### src/rtl/fetch_arb_pkg.sv
`default_nettype none
// +----------------------------------------------------------------------------+
// | Package     : fetch_arb_pkg                                                |
// | Description : Shared types and default sizing for the instruction fetch    |
// |               arbiter: FSM state encoding, grant encoding and the default  |
// |               ROM address width, data width and ROM read latency.          |
// | Revision    : 1.0  initial release                                         |
// +----------------------------------------------------------------------------+
package fetch_arb_pkg;

  localparam int ADDR_W_DEF  = 8;
  localparam int DATA_W_DEF  = 32;
  localparam int ROM_LAT_DEF = 2;

  typedef enum logic [1:0] {
    IDLE  = 2'd0,
    ISSUE = 2'd1,
    WAIT  = 2'd2,
    RESP  = 2'd3
  } state_e;

  typedef enum logic {
    SEQ = 1'b0,
    PAR = 1'b1
  } grant_e;

endpackage
`default_nettype wire

### src/rtl/rr_arbiter2.sv
`default_nettype none
// +----------------------------------------------------------------------------+
// | Module      : rr_arbiter2                                                  |
// | Description : Two-requester arbiter. A lone request wins outright; on a    |
// |               tie the requester that was not granted last wins.            |
// |               Build option FETCH_ARB_FIXED_PRIO_EN: ties always go to the  |
// |               parallel requester and last_grant_i is ignored.              |
// | Ports       : req_seq_i    - sequential requester request                  |
// |               req_par_i    - parallel requester request                    |
// |               last_grant_i - previous grant (0 = SEQ, 1 = PAR)             |
// |               grant_o      - winner (0 = SEQ, 1 = PAR), valid with valid_o |
// |               valid_o      - at least one request present                  |
// | Revision    : 1.0  initial release                                         |
// +----------------------------------------------------------------------------+
module rr_arbiter2
  import fetch_arb_pkg::*;
(
  input  logic req_seq_i,
  input  logic req_par_i,
  input  logic last_grant_i,
  output logic grant_o,
  output logic valid_o
);

  logic tie_gnt;

`ifdef FETCH_ARB_FIXED_PRIO_EN
  logic unused_last_grant;
  assign unused_last_grant = last_grant_i;
  assign tie_gnt           = PAR;
`else
  // Alternate: whoever was not served last goes first.
  assign tie_gnt = (last_grant_i == SEQ) ? PAR : SEQ;
`endif

  assign valid_o = req_seq_i | req_par_i;

  always_comb begin
    grant_o = SEQ;
    if (req_seq_i && req_par_i) grant_o = tie_gnt;
    else if (req_par_i)         grant_o = PAR;
    else                        grant_o = SEQ;
  end

endmodule
`default_nettype wire

### src/rtl/fetch_arbiter.sv
`default_nettype none
// +----------------------------------------------------------------------------+
// | Module      : fetch_arbiter                                                |
// | Description : Shares one instruction ROM read port between a sequential    |
// |               and a parallel fetch requester, one transaction at a time:   |
// |               IDLE -> ISSUE -> WAIT (ROM_LAT cycles) -> RESP -> IDLE.      |
// |               Build option FETCH_ARB_FIXED_PRIO_EN: ties always go to the  |
// |               parallel requester (default build: round-robin).             |
// | Ports       : clk, rst (async, active-high)                                |
// |               seqReq/seqAddr           - sequential request + address      |
// |               seqReady/seqData         - sequential response pulse + word  |
// |               parallelFlag/parallelAddress - parallel request + address    |
// |               parReady/parData         - parallel response pulse + word    |
// |               romEn/romAddr/romData    - ROM read port                     |
// |               busy                     - transaction in progress           |
// | Revision    : 1.0  initial release                                         |
// +----------------------------------------------------------------------------+
module fetch_arbiter
  import fetch_arb_pkg::*;
#(
  parameter int ADDR_W  = ADDR_W_DEF,
  parameter int DATA_W  = DATA_W_DEF,
  parameter int ROM_LAT = ROM_LAT_DEF
) (
  input  logic              clk,
  input  logic              rst,
  input  logic              seqReq,
  input  logic [ADDR_W-1:0] seqAddr,
  output logic              seqReady,
  output logic [DATA_W-1:0] seqData,
  input  logic              parallelFlag,
  input  logic [ADDR_W-1:0] parallelAddress,
  output logic              parReady,
  output logic [DATA_W-1:0] parData,
  output logic              romEn,
  output logic [ADDR_W-1:0] romAddr,
  input  logic [DATA_W-1:0] romData,
  output logic              busy
);

  localparam logic [2:0] LAT_CNT = 3'(ROM_LAT);

  state_e              state_q, state_d;
  logic [2:0]          cnt_q, cnt_d;
  grant_e              gnt_q, gnt_d;
  grant_e              last_q, last_d;
  logic [ADDR_W-1:0]   addr_q, addr_d;
  logic [DATA_W-1:0]   seq_data_q, seq_data_d;
  logic [DATA_W-1:0]   par_data_q, par_data_d;

  logic                arb_gnt;
  logic                arb_valid;

  rr_arbiter2 u_arb (
    .req_seq_i    (seqReq),
    .req_par_i    (parallelFlag),
    .last_grant_i (last_q),
    .grant_o      (arb_gnt),
    .valid_o      (arb_valid)
  );

  always_ff @(posedge clk or posedge rst) begin
    if (rst) begin
      state_q    <= IDLE;
      cnt_q      <= '0;
      gnt_q      <= SEQ;
      last_q     <= SEQ;
      addr_q     <= '0;
      seq_data_q <= '0;
      par_data_q <= '0;
    end else begin
      state_q    <= state_d;
      cnt_q      <= cnt_d;
      gnt_q      <= gnt_d;
      last_q     <= last_d;
      addr_q     <= addr_d;
      seq_data_q <= seq_data_d;
      par_data_q <= par_data_d;
    end
  end

  always_comb begin
    state_d    = state_q;
    cnt_d      = cnt_q;
    gnt_d      = gnt_q;
    last_d     = last_q;
    addr_d     = addr_q;
    seq_data_d = seq_data_q;
    par_data_d = par_data_q;

    unique case (state_q)
      IDLE: begin
        if (arb_valid) begin
          gnt_d   = grant_e'(arb_gnt);
          last_d  = grant_e'(arb_gnt);
          // The address register doubles as romAddr, so it holds its
          // value outside ISSUE without any extra storage.
          addr_d  = (grant_e'(arb_gnt) == PAR) ? parallelAddress : seqAddr;
          state_d = ISSUE;
        end
      end
      ISSUE: begin
        cnt_d   = LAT_CNT;
        state_d = WAIT;
      end
      WAIT: begin
        cnt_d = cnt_q - 3'd1;
        // Last WAIT cycle is the one in which romData is valid.
        if (cnt_q == 3'd1) begin
          if (gnt_q == PAR) par_data_d = romData;
          else              seq_data_d = romData;
          state_d = RESP;
        end
      end
      RESP: begin
        state_d = IDLE;
      end
      default: begin
        state_d = IDLE;
      end
    endcase
  end

  assign romEn    = (state_q == ISSUE);
  assign romAddr  = addr_q;
  assign seqReady = (state_q == RESP) && (gnt_q == SEQ);
  assign parReady = (state_q == RESP) && (gnt_q == PAR);
  assign seqData  = seq_data_q;
  assign parData  = par_data_q;
  assign busy     = (state_q != IDLE);

endmodule
`default_nettype wire

### config.mk
export PLATFORM = sky130hd
export DESIGN_NAME = fetch_arbiter
export DESIGN_NICKNAME = d
export VERILOG_FILES = /design/src/rtl/fetch_arb_pkg.sv /design/src/rtl/rr_arbiter2.sv /design/src/rtl/fetch_arbiter.sv
export SDC_FILE = /design/constraint.sdc
export NUM_CORES = 1
export LEC_CHECK = 0
export BUFFER_PORTS_ARGS = -buffer_cell sky130_fd_sc_hd__buf_2
export CAP_MARGIN = 15
export CORE_MARGIN = 2
export CORE_UTILIZATION = 50
export CTS_CLUSTER_DIAMETER = 40
export DETAILED_ROUTE_END_ITERATION = 6
export PLACE_DENSITY = 0.79
export SLEW_MARGIN = 20
export SYNTH_ARGS = -nofsm -noshare
export SYNTH_HDL_FRONTEND = slang
export SYNTH_SLANG_ARGS = --single-unit
export TNS_END_PERCENT = 20
### constraint.sdc
create_clock -name clk -period 6.9 [get_ports clk]
set_input_delay 0.69 -clock clk [delete_from_list [all_inputs] [get_ports clk]]
set_output_delay 0.69 -clock clk [all_outputs]
set_load 0.02 [all_outputs]
==> flow_summary.html <==
<table>
<tr><th>Metric</th><th>Value</th></tr>
<tr><th colspan="2">GRT</th></tr>
<tr><td>Gr ovfl total</td><td>0</td></tr>
<tr><td>Total routing resource utilization after global routing</td><td>0.184</td></tr>
<tr><td>Layer carrying the most global-route usage</td><td>met2</td></tr>
<tr><td>GRT met3 Usage</td><td>0.0534</td></tr>
<tr><td>Global routing met1 resource utilization</td><td>0.244</td></tr>
<tr><td>Number of antenna violations at the first check in global routing</td><td>0</td></tr>
<tr><td>Via count of the first global-routing pass</td><td>2217</td></tr>
<tr><td>Met2 usage</td><td>0.292</td></tr>
<tr><td>Maximum number of pins on one net before global-route repair</td><td>79</td></tr>
<tr><td>Global-route wire length before repair</td><td>10300 um</td></tr>
<tr><th colspan="2">Synth</th></tr>
<tr><td>Cell accounting for the most synthesized area</td><td>sky130_fd_sc_hd__dfrtp_1</td></tr>
<tr><td>Top cells by count, synth</td><td>sky130_fd_sc_hd__dfrtp_1, sky130_fd_sc_hd__mux2_2, sky130_fd_sc_hd__nand2_1</td></tr>
<tr><td>Portion of synthesized cell area occupied by the leading cell type</td><td>0.617</td></tr>
<tr><td>Cell area after synthesis</td><td>3170 sq um</td></tr>
<tr><td>Proportion of synthesized flip-flops having asynchronous set or reset</td><td>1.00</td></tr>
<tr><td>Average cell area after synthesis</td><td>14.4 sq um</td></tr>
<tr><td>FF+latch count, synth</td><td>78</td></tr>
<tr><td>Number of distinct library cells after synthesis</td><td>26</td></tr>
<tr><td>Share of the yosys chip area belonging to registers</td><td>0.617</td></tr>
<tr><td>Yosys synthesis warning count</td><td>0</td></tr>
<tr><td>Top cells by area in the synthesized netlist</td><td>sky130_fd_sc_hd__dfrtp_1, sky130_fd_sc_hd__mux2_2, sky130_fd_sc_hd__ha_1</td></tr>
<tr><td>Library cell with the highest instance count after synthesis</td><td>sky130_fd_sc_hd__dfrtp_1</td></tr>
<tr><td>Synth Flop Type</td><td>sky130_fd_sc_hd__dfrtp_1</td></tr>
<tr><td>Post-Syn Nets</td><td>280</td></tr>
<tr><td>Number of flops mapped to enable cells by yosys</td><td>0</td></tr>
<tr><td>Count of mapped cells out of synthesis</td><td>220</td></tr>
<tr><th colspan="2">Worst setup path</th></tr>
<tr><td>Worst r2r path cells</td><td>5</td></tr>
<tr><td>Data required time at the worst endpoint</td><td>7.12 ns</td></tr>
<tr><td>Sort of element at the start of the critical path</td><td>register</td></tr>
<tr><td>First element of the critical path</td><td>state_q[0]$_DFFE_PP0P_</td></tr>
<tr><td>Crit Path Max Fanout</td><td>19</td></tr>
<tr><td>Critical Path End Type</td><td>register</td></tr>
<tr><td>Critical register-to-register path startpoint</td><td>state_q[0]$_DFFE_PP0P_</td></tr>
<tr><td>Worst reg2reg setup slack</td><td>4.56 ns</td></tr>
<tr><td>Data arrival time at the worst-slack endpoint</td><td>2.56 ns</td></tr>
<tr><td>Worst setup path endpoint</td><td>parData[2]$_DFFE_PP0P_</td></tr>
<tr><td>Capture instance of the worst register-to-register path</td><td>parData[2]$_DFFE_PP0P_</td></tr>
<tr><td>Startpoint-to-endpoint class of the critical path</td><td>register to register</td></tr>
<tr><th colspan="2">Finish</th></tr>
<tr><td>Non-filler instance count after layout</td><td>432</td></tr>
<tr><td>Number of inserted diodes</td><td>0</td></tr>
<tr><td>Final core occ</td><td>0.677</td></tr>
<tr><td>Layout-stage area growth over the synthesis result</td><td>28.9%</td></tr>
<tr><td>Total number of nets in the final design</td><td>412</td></tr>
<tr><td>Post-route standard cell area excluding fillers</td><td>4080 sq um</td></tr>
<tr><td>Share of post-route cells with drive strength above 1</td><td>0.599</td></tr>
<tr><th colspan="2">Power and ir drop</th></tr>
<tr><td>Worst IR drop on VDD</td><td>0.000305 V</td></tr>
<tr><td>Reported leakage power</td><td>2.00 nW</td></tr>
<tr><td>Cell internal pwr</td><td>1.27 mW</td></tr>
<tr><td>Final Total Pwr</td><td>2.08 mW</td></tr>
<tr><td>Power density over the cells</td><td>509 nW/um^2</td></tr>
<tr><td>Part of the total power dissipated in sequential elements</td><td>0.390</td></tr>
<tr><td>Part of the total power dissipated in the clock network</td><td>0.181</td></tr>
<tr><td>Switching Fraction</td><td>0.388</td></tr>
<tr><td>Part of the total power dissipated in combinational logic</td><td>0.430</td></tr>
<tr><td>Switching power total</td><td>0.807 mW</td></tr>
<tr><th colspan="2">Die</th></tr>
<tr><td>Area of the die</td><td>6980 sq um</td></tr>
<tr><td>Floorplan core area</td><td>6030 sq um</td></tr>
<tr><td>Placement Rows</td><td>28</td></tr>
<tr><td>Die span in y</td><td>83.6 um</td></tr>
<tr><td>Starting density of the core</td><td>0.525</td></tr>
<tr><td>X dimension of the die</td><td>83.6 um</td></tr>
<tr><td>Num ports</td><td>128</td></tr>
<tr><th colspan="2">Min path</th></tr>
<tr><td>Path category of the worst min-delay check</td><td>register to register</td></tr>
<tr><td>Worst hold stages</td><td>1</td></tr>
<tr><th colspan="2">Clock tree</th></tr>
<tr><td>CTS Buf Count</td><td>9</td></tr>
<tr><td>Max clock buf depth</td><td>2</td></tr>
<tr><td>Number of buffers inserted to repair setup after CTS</td><td>0</td></tr>
<tr><td>H-tree levels</td><td>3</td></tr>
<tr><td>TritonCTS clock tree</td><td>built</td></tr>
<tr><td>Clock network latency to the later pin of the worst-skew pair</td><td>0.33 ns</td></tr>
<tr><td>Clock-pin slew on the worst setup and hold paths</td><td>0.07 ns</td></tr>
<tr><td>Resized Gates After CTS</td><td>0</td></tr>
<tr><td>CTS Root Cell</td><td>sky130_fd_sc_hd__clkbuf_8</td></tr>
<tr><td>Hold bufs inserted after CTS</td><td>0</td></tr>
<tr><td>Number of sinks handled by clock tree synthesis</td><td>78</td></tr>
<tr><th colspan="2">Outcome</th></tr>
<tr><td>Result of the run</td><td>finished clean</td></tr>
<tr><th colspan="2">STA</th></tr>
<tr><td>Fin crit period</td><td>2.34 ns</td></tr>
<tr><td>Final clock period utilization by the worst path</td><td>0.339</td></tr>
<tr><td>Max-Slew Margin vs Limit</td><td>0.359</td></tr>
<tr><td>Worst-Margin Slew</td><td>0.962 ns</td></tr>
<tr><td>Setup Viol. Count Final</td><td>0</td></tr>
<tr><td>Worst Hold Slack</td><td>0.503 ns</td></tr>
<tr><td>Final count of hold timing violations</td><td>0</td></tr>
<tr><td>Setup slack after layout</td><td>4.56 ns</td></tr>
<tr><td>Final number of max-transition violations</td><td>0</td></tr>
<tr><td>Setup Skew</td><td>0.00539 ns</td></tr>
<tr><td>Achievable Freq</td><td>0.427 GHz</td></tr>
<tr><td>RSZ-0062 raised after global routing</td><td>false</td></tr>
<tr><td>Fin Setup TNS</td><td>0 ns</td></tr>
<tr><th colspan="2">Routing</th></tr>
<tr><td>Post-DR wirelength/cell</td><td>14.6 um</td></tr>
<tr><td>Final antenna-violating net count</td><td>0</td></tr>
<tr><td>Number of DRC markers after the initial detailed-route iteration</td><td>81</td></tr>
<tr><td>DR DRC count</td><td>0</td></tr>
<tr><td>Router iterations before antenna repair</td><td>4</td></tr>
<tr><td>DR vias</td><td>2185</td></tr>
<tr><td>Overall routed net length</td><td>6300 um</td></tr>
<tr><td>Via-per-instance ratio</td><td>5.06</td></tr>
<tr><th colspan="2">Placement</th></tr>
<tr><td>Setup slack after placement</td><td>4.52 ns</td></tr>
<tr><td>Area of placed instances</td><td>3860 sq um</td></tr>
<tr><td>Final GP Congestion</td><td>0.712</td></tr>
<tr><td>Inst Count DP</td><td>416</td></tr>
<tr><td>Sum of net half-perimeters after detailed placement</td><td>4570 um</td></tr>
<tr><td>Port-buffer cells</td><td>127</td></tr>
<tr><th colspan="2">Job</th></tr>
<tr><td>Max Cap Violations</td><td>0</td></tr>
</table>
sequential cells by signal (all words and copies together) (netlist names):
register,flops
last_q,1
romAddr,8
parData,32
state_q,2
seqData,32
cnt_q,3
critical path, stage by stage (launching register included):
cell,delay [ns]
sky130_fd_sc_hd__dfrtp_1,0.40
sky130_fd_sc_hd__inv_1,0.14
sky130_fd_sc_hd__ha_1,0.23
sky130_fd_sc_hd__nand4_1,0.65
sky130_fd_sc_hd__buf_4,0.50
sky130_fd_sc_hd__mux2_2,0.30
cell type report:
class / instances / area [sq um]
Sequential cell: 78 / 1950
Timing Repair Buffer: 130 / 658
Inverter: 7 / 26.3
Multi-Input combinational cell: 126 / 1130
Clock inverter: 5 / 82.6
Clock buffer: 11 / 141
Fill cell: 456 / 1950
Tap cell: 75 / 93.8
cells in the final DEF, fill, tap and decap left out, types with 2 or more instances in the layout:
master                      netlist  routed
sky130_fd_sc_hd__mux2_2          65      65
sky130_fd_sc_hd__inv_1            7       6
sky130_fd_sc_hd__clkinv_4         0       2
sky130_fd_sc_hd__buf_4            0       3
sky130_fd_sc_hd__buf_2            4     127
sky130_fd_sc_hd__nor2_1          11      11
sky130_fd_sc_hd__nand2_1         16      16
sky130_fd_sc_hd__o21ai_0          2       2
sky130_fd_sc_hd__a31oi_1         10      10
sky130_fd_sc_hd__clkbuf_8         0      10
sky130_fd_sc_hd__bufinv_16        0       2
sky130_fd_sc_hd__dfrtp_1         78      78
sky130_fd_sc_hd__ha_1             8       8
how the worst min path moves through the flow:
| stage | start | endpoint | slack, ns |
|---|---|---|---|
| after floorplan | cnt_q[1]$_DFFE_PP0P_ | cnt_q[1]$_DFFE_PP0P_ | 0.51 |
| final | seqData[30]$_DFFE_PP0P_ | seqData[30]$_DFFE_PP0P_ | 0.50 |
| after global routing | seqData[11]$_DFFE_PP0P_ | seqData[11]$_DFFE_PP0P_ | 0.52 |
| after detailed placement | parData[1]$_DFFE_PP0P_ | parData[1]$_DFFE_PP0P_ | 0.49 |
| after global placement | parData[16]$_DFFE_PP0P_ | parData[16]$_DFFE_PP0P_ | 0.48 |
| after CTS | parData[1]$_DFFE_PP0P_ | parData[1]$_DFFE_PP0P_ | 0.50 |
power groups by stage:
stage               combinational [mW]  clock (mW)  sequential [mW]
floorplan                        0.329           0             1.08
global placement                 0.884           0            0.807
global route                     0.953       0.407            0.843
CTS                              0.905       0.385            0.812
detailed placement               0.903           0            0.819
finish                           0.893       0.376            0.810
layer usage:
layer / up-vias / part of all wire
met4: 0 / 0.0073
li1: 1032 / -
met1: 1050 / 0.46
met5: - / 0
met2: 96 / 0.46
met3: 7 / 0.072
cell families after synthesis:
logic type,count (synthesis),share of synthesized area
flops,78,0.617
mux,66,0.234
simple gates,34,0.0522
compound gates,18,0.0376
buf+inv,16,0.0277
fa+ha+maj,8,0.0316
Note: power is estimated with default switching activity, not from simulation.
